===== config.mk =====
export PLATFORM = sky130hd
export DESIGN_NAME = muldiv_ctrl_flat
export DESIGN_NICKNAME = d
export VERILOG_FILES = /design/src/rtl/muldiv_ctrl_if.sv /design/src/rtl/muldiv_ctrl.sv /design/src/flat_wrapper.sv
export SDC_FILE = /design/constraint.sdc
export NUM_CORES = 1
export LEC_CHECK = 0
export BUFFER_PORTS_ARGS = -buffer_cell sky130_fd_sc_hd__buf_4
export CORE_UTILIZATION = 35
export DETAILED_ROUTE_END_ITERATION = 16
export PLACE_DENSITY_LB_ADDON = 0.15
export SYNTH_ARGS = -nofsm -noshare
export SYNTH_HDL_FRONTEND = slang
export SYNTH_SLANG_ARGS = --single-unit

===== constraint.sdc =====
create_clock -name clk -period 2.06 [get_ports clk]
set_input_delay 0.412 -clock clk [delete_from_list [all_inputs] [get_ports clk]]
set_output_delay 0.412 -clock clk [all_outputs]
set_load 0.01 [all_outputs]

===== src/rtl/muldiv_ctrl_if.sv =====
// Request/result bundle between the CPU pipeline and the mult/div controller.
// MULDIV_HILO_WRITE_EN adds the mthi/mtlo write port (hi_we, lo_we, wdata).
interface muldiv_ctrl_if;
  logic        op_start;
  logic        op_sel;
  logic [31:0] value_A, value_B;
  logic [31:0] mult_hi, mult_low, div_hi, div_low;
  logic [31:0] opA, opB;
  logic        multInit, divInit;
  logic        busy, done, div_zero;
  logic [31:0] hi, low;
`ifdef MULDIV_HILO_WRITE_EN
  logic        hi_we, lo_we;
  logic [31:0] wdata;

  modport slave (
    input  op_start, op_sel, value_A, value_B, mult_hi, mult_low, div_hi, div_low,
           hi_we, lo_we, wdata,
    output opA, opB, multInit, divInit, busy, done, div_zero, hi, low
  );
  modport master (
    output op_start, op_sel, value_A, value_B, mult_hi, mult_low, div_hi, div_low,
           hi_we, lo_we, wdata,
    input  opA, opB, multInit, divInit, busy, done, div_zero, hi, low
  );
`else
  modport slave (
    input  op_start, op_sel, value_A, value_B, mult_hi, mult_low, div_hi, div_low,
    output opA, opB, multInit, divInit, busy, done, div_zero, hi, low
  );
  modport master (
    output op_start, op_sel, value_A, value_B, mult_hi, mult_low, div_hi, div_low,
    input  opA, opB, multInit, divInit, busy, done, div_zero, hi, low
  );
`endif
endinterface


===== src/rtl/muldiv_ctrl.sv =====
// Sequencer for an external multi-cycle mult/div unit, owning the HI/LO registers.
// Optional MULDIV_HILO_WRITE_EN enables direct HI/LO writes (mthi/mtlo) when not busy.
module muldiv_ctrl #(
  parameter int CYCLES = 32
) (
  input  logic          clk,
  input  logic          reset,
  muldiv_ctrl_if.slave  bus
);
  localparam int CW = (CYCLES > 1) ? $clog2(CYCLES) : 1;

  typedef enum logic [2:0] {IDLE, LAUNCH, WAIT, DONE, DZERO} state_t;

  state_t        r_state, w_next;
  logic [CW-1:0] r_cnt;
  logic          r_sel;
  logic [31:0]   r_opA, r_opB, r_hi, r_low;
  logic          w_open, w_accept, w_cnt_zero;

  assign w_open     = (r_state == IDLE) || (r_state == DONE);
  assign w_accept   = bus.op_start && w_open;
  assign w_cnt_zero = (r_cnt == '0);

  always_comb begin
    w_next = r_state;
    case (r_state)
      IDLE, DONE: begin
        w_next = IDLE;
        if (w_accept)
          w_next = (bus.op_sel && (bus.value_B == 32'd0)) ? DZERO : LAUNCH;
      end
      LAUNCH:  w_next = WAIT;
      WAIT:    if (w_cnt_zero) w_next = DONE;
      DZERO:   w_next = IDLE;
      default: w_next = IDLE;
    endcase
  end

  // Status and init pulses decode straight from the registered state.
  always_comb begin
    bus.busy     = 1'b0;
    bus.done     = 1'b0;
    bus.div_zero = 1'b0;
    bus.multInit = 1'b0;
    bus.divInit  = 1'b0;
    case (r_state)
      LAUNCH: begin
        bus.busy     = 1'b1;
        bus.multInit = ~r_sel;
        bus.divInit  = r_sel;
      end
      WAIT:  bus.busy = 1'b1;
      DONE:  bus.done = 1'b1;
      DZERO: begin
        bus.done     = 1'b1;
        bus.div_zero = 1'b1;
      end
      default: ;
    endcase
  end

  always_ff @(posedge clk) begin
    if (reset) begin
      r_state <= IDLE;
      r_cnt   <= '0;
      r_sel   <= 1'b0;
      r_opA   <= '0;
      r_opB   <= '0;
      r_hi    <= '0;
      r_low   <= '0;
    end else begin
      r_state <= w_next;
      if (w_accept) begin
        r_opA <= bus.value_A;
        r_opB <= bus.value_B;
        r_sel <= bus.op_sel;
      end
`ifdef MULDIV_HILO_WRITE_EN
      // Result writes only happen in WAIT, so these never collide with them.
      if (w_open && bus.hi_we) r_hi  <= bus.wdata;
      if (w_open && bus.lo_we) r_low <= bus.wdata;
`endif
      case (r_state)
        LAUNCH: r_cnt <= CW'(CYCLES - 1);
        WAIT: begin
          if (w_cnt_zero) begin
            r_hi  <= r_sel ? bus.div_hi  : bus.mult_hi;
            r_low <= r_sel ? bus.div_low : bus.mult_low;
          end else begin
            r_cnt <= r_cnt - 1'b1;
          end
        end
        default: ;
      endcase
    end
  end

  assign bus.opA = r_opA;
  assign bus.opB = r_opB;
  assign bus.hi  = r_hi;
  assign bus.low = r_low;
endmodule


===== src/flat_wrapper.sv =====
// flat-port wrapper written by rule: the top's interface ports become plain ports
module muldiv_ctrl_flat 
#(
  parameter int CYCLES = 32
)
  (clk, reset, bus_op_start, bus_op_sel, bus_value_A, bus_value_B, bus_mult_hi, bus_mult_low, bus_div_hi, bus_div_low, bus_opA, bus_opB, bus_multInit, bus_divInit, bus_busy, bus_done, bus_div_zero, bus_hi, bus_low);
  muldiv_ctrl_if bus_i ();
  input  logic clk;
  input  logic reset;
  input wire logic [$bits(bus_i.op_start)-1:0] bus_op_start;
  input wire logic [$bits(bus_i.op_sel)-1:0] bus_op_sel;
  input wire logic [$bits(bus_i.value_A)-1:0] bus_value_A;
  input wire logic [$bits(bus_i.value_B)-1:0] bus_value_B;
  input wire logic [$bits(bus_i.mult_hi)-1:0] bus_mult_hi;
  input wire logic [$bits(bus_i.mult_low)-1:0] bus_mult_low;
  input wire logic [$bits(bus_i.div_hi)-1:0] bus_div_hi;
  input wire logic [$bits(bus_i.div_low)-1:0] bus_div_low;
  output wire logic [$bits(bus_i.opA)-1:0] bus_opA;
  output wire logic [$bits(bus_i.opB)-1:0] bus_opB;
  output wire logic [$bits(bus_i.multInit)-1:0] bus_multInit;
  output wire logic [$bits(bus_i.divInit)-1:0] bus_divInit;
  output wire logic [$bits(bus_i.busy)-1:0] bus_busy;
  output wire logic [$bits(bus_i.done)-1:0] bus_done;
  output wire logic [$bits(bus_i.div_zero)-1:0] bus_div_zero;
  output wire logic [$bits(bus_i.hi)-1:0] bus_hi;
  output wire logic [$bits(bus_i.low)-1:0] bus_low;
  assign bus_i.op_start = bus_op_start;
  assign bus_i.op_sel = bus_op_sel;
  assign bus_i.value_A = bus_value_A;
  assign bus_i.value_B = bus_value_B;
  assign bus_i.mult_hi = bus_mult_hi;
  assign bus_i.mult_low = bus_mult_low;
  assign bus_i.div_hi = bus_div_hi;
  assign bus_i.div_low = bus_div_low;
  assign bus_opA = bus_i.opA;
  assign bus_opB = bus_i.opB;
  assign bus_multInit = bus_i.multInit;
  assign bus_divInit = bus_i.divInit;
  assign bus_busy = bus_i.busy;
  assign bus_done = bus_i.done;
  assign bus_div_zero = bus_i.div_zero;
  assign bus_hi = bus_i.hi;
  assign bus_low = bus_i.low;
  muldiv_ctrl #(.CYCLES(CYCLES)) u_core (.clk(clk), .reset(reset), .bus(bus_i));
endmodule

==> results.md <==
- Max Cap Viol: 0
- Headroom to the max-slew limit: 65.8%
- Post-Syn Area per Cell: 9.28 sq um
- Startpoint Class: flop
- Peak supply drop: 536 uV
- Leak pwr: 0.00387 uW
- Hpwl dp: 12800 microns
- Yosys reg bits: 137
- Sw frac: 33.8%
- Die Span Y: 131 microns
- Synth warnings: 0
- RSZ-0062 raised after global routing: false
- Total CTS buffers: 17
- Fin Setup TNS: 0 ns
- Worst-case clock buffer depth: 2
- Initial DRC Count: 245
- Clk pwr share: 28.5%
- Post-synth EDFFs: 0
- Tot GR Track Use: 20.1%
- Run status: finished clean
- Internal power: 7470 uW
- Period utilisation layout: 95.0%
- Post-synthesis compound-gate area fraction: 19.8%
- WS Path Type: flop to output pin
- FMAX: 511 MHz
- Final WL: 17400 microns
- Ant diodes: 0
- Reg power frac: 33.2%
- Final Max Tran Viols: 0
- DRC violations left: 0
- Pin count of the biggest net entering global routing: 66
- IO Port Bufs: 328
- CTS Hold Buffers Added: 0
- Initial core utilization: 36.3%
- Yosys top cell area share: 46.9%
- Mux contribution to synthesized area: 11.0%
- Clock Latency Late Sink: 0.42 ns
- Synth Area in Simple Gates: 16.4%
- Vias in the first global route: 5267
- Routability cong.: 0.760
- Syn Nets: 828
- Main combinational cell family by area after synthesis: compound AO/OA/AOI/OAI gates
- Fin nets: 1140
- Async S/R FF share, synth: 0%
- DR WL/cell: 14.9 microns
- Most frequent cells after synthesis: dfxtp_1 (137), nand2_1 (134), nor2_1 (68)
- Worst-Margin Slew: 0.508 ns
- Count leader, synth: dfxtp_1
- Initial antenna violation count: 0
- Post-synthesis xor/xnor area fraction: 0.449%
- CP Capture Type: output pin
- Via count: 5480
- Synth Flop Type: dfxtp_1
- Synth Cell Area: 5850 sq um
- Crit path time final: 1.96 ns
- Clock Skew: 0.00455 ns
- Worst EP required: 1.65 ns
- IO Count: 329
- Layout area overhead: 57.7%
- Comb pwr share: 38.3%
- Unique masters post-synth: 35
- R2r setup slk: 0.12 ns
- First-pass iteration count of the detailed router: 4
- Critical Path AT: 1.55 ns
- Post-synthesis sequential area ratio: 46.9%
- Filler instances: 1537
- Syn Inst Count: 630
- TritonCTS clock tree: built
- First-pass GRT wire length: 27400 microns
- Htree depth: 4
- Final ANT Viol Nets: 0
- Clk sinks: 137
- Top cells by area, synth: dfxtp_1 (47%), a211oi_2 (12%), mux2i_1 (11%)
- DIE WIDTH: 131 microns
- Layout cell share with drive strength beyond 1: 46.3%
- Post CTS Setup Buffer Count: 0
- Cell Pwr Density: 1220 nW/um^2
- # setup viols final: 0
- Class of the worst hold path: primary input to flop
- Max FO, Critical Path: 7
- Total power: 11300 uW
- Clock transition at path regs: 0.06 ns
- Die area: 17200 sq um
- Congestion Overflow GR: 0
- Post-DR vias/cell: 4.68
- Synth area leader: dfxtp_1
- Adder-cell share of the synthesized area: 0.428%
- Final hold violation count: 0
- Core Region: 16100 sq um
- Clock root buffer: clkbuf_16
- Sw Pwr: 3820 uW
- # rows: 46
-- worst max-delay path, cell delays in order (launching register included) --
cell and delay (ns):
dfxtp_2 0.39, or3b_2 0.50, nor2_1 0.10, buf_4 0.14
-- kinds of logic (layout without fill, tap and decap cells) --
kind of cell / count (synthesis) / after routing
and+or+nand+nor: 231 / 231
AOI/OAI and AO/OA: 138 / 138
DFF: 137 / 137
muxes: 64 / 64
buffers and inverters: 55 / 379
xor gates and xnor gates: 3 / 3
adders and majority gates: 2 / 2
-- flip-flops by register name (all words and copies together) (netlist names) --
| register | flops |
|---|---|
| u_core.bus.opA | 32 |
| u_core.bus.opB | 32 |
| u_core.bus.low | 32 |
| u_core.r_cnt | 5 |
| u_core.bus.hi | 32 |
| u_core.r_state | 3 |
| u_core.r_sel | 1 |
-- final cells by class --
class / instances / area, sq um / area share [%]
well taps: 216 / 270 / 2.93
repair buffers: 346 / 2760 / 29.9
multi-input cells: 438 / 2820 / 30.6
clock buffers: 17 / 425 / 4.61
flip-flops and latches: 137 / 2750 / 29.8
inverters: 2 / 7.51 / 0.0814
clock inverters: 14 / 195 / 2.12
-- metrics by stage --
step	hold slack [ns]	cell area [sq um]	worst slack, ns	util (%)	instances
final	0.237	9230	0.102	57.2	1170
after detailed placement	0.447	8550	0.161	53.1	1138
after CTS	0.214	9180	0.0198	57.0	1169
after global placement	0.442	8550	0.214	53.1	1138
after global routing	0.220	9230	0.00357	57.2	1170
after floorplan	0.467	5850	0.355	-	630
-- power by group through the flow --
stage / clock network (uW) / registers (uW) / logic (uW)
2_1_floorplan: 0 / 3990 / 2290
3_3_place_gp: 0 / 3780 / 4290
3_5_place_dp: 0 / 3790 / 4320
4_1_cts: 3300 / 3740 / 4330
5_1_grt: 3420 / 3840 / 4720
6_report: 3220 / 3740 / 4330
-- repair_timing --
item | CTS | global route
setup endpoints to repair | 1 | 3
gates resized for setup | 1 | 4
gates cloned | 0 | 1
pin swaps | 0 | 0
-- layout by cell type, fill, tap and decap left out, types with 2 or more instances in the layout --
master | netlist | layout
a211oi_1 | 11 | 11
a211oi_2 | 56 | 56
a21oi_1 | 67 | 67
buf_12 | 0 | 8
buf_16 | 0 | 2
buf_4 | 6 | 335
bufinv_16 | 0 | 4
clkbuf_16 | 0 | 18
clkinv_2 | 0 | 2
clkinv_4 | 0 | 2
clkinvlp_4 | 0 | 2
dfxtp_1 | 137 | 135
ha_1 | 2 | 2
inv_1 | 2 | 2
inv_6 | 0 | 3
mux2i_1 | 64 | 64
nand2_1 | 134 | 134
nand3b_1 | 2 | 2
nand4_1 | 2 | 2
nor2_1 | 68 | 68
nor3_1 | 4 | 4
nor3b_2 | 0 | 2
nor4_1 | 7 | 7
xor2_1 | 2 | 2
-- worst paths after layout --
path | startpoint | endpoint | cells past startpoint
worst max-delay path | u_core.r_state[0] | bus_multInit | 3
worst min-delay path | bus_op_sel | u_core.r_sel | 3
worst max register to register | u_core.r_cnt[0] | u_core.bus.low[25] | 8
worst min register to register | u_core.bus.opA[27] | u_core.bus.opA[27] | 2
-- per-layer routing --
| layer | track usage [%] | up-vias | wire (microns) |
|---|---|---|---|
| li1 | - | 2808 | - |
| met1 | 22.6 | 2456 | 7040 |
| met2 | 35.1 | 201 | 8660 |
| met3 | 6.98 | 15 | 1510 |
| met4 | 6.78 | 0 | 194 |
| met5 | 0 | - | 0 |
Note: power is estimated with default switching activity, not from simulation.
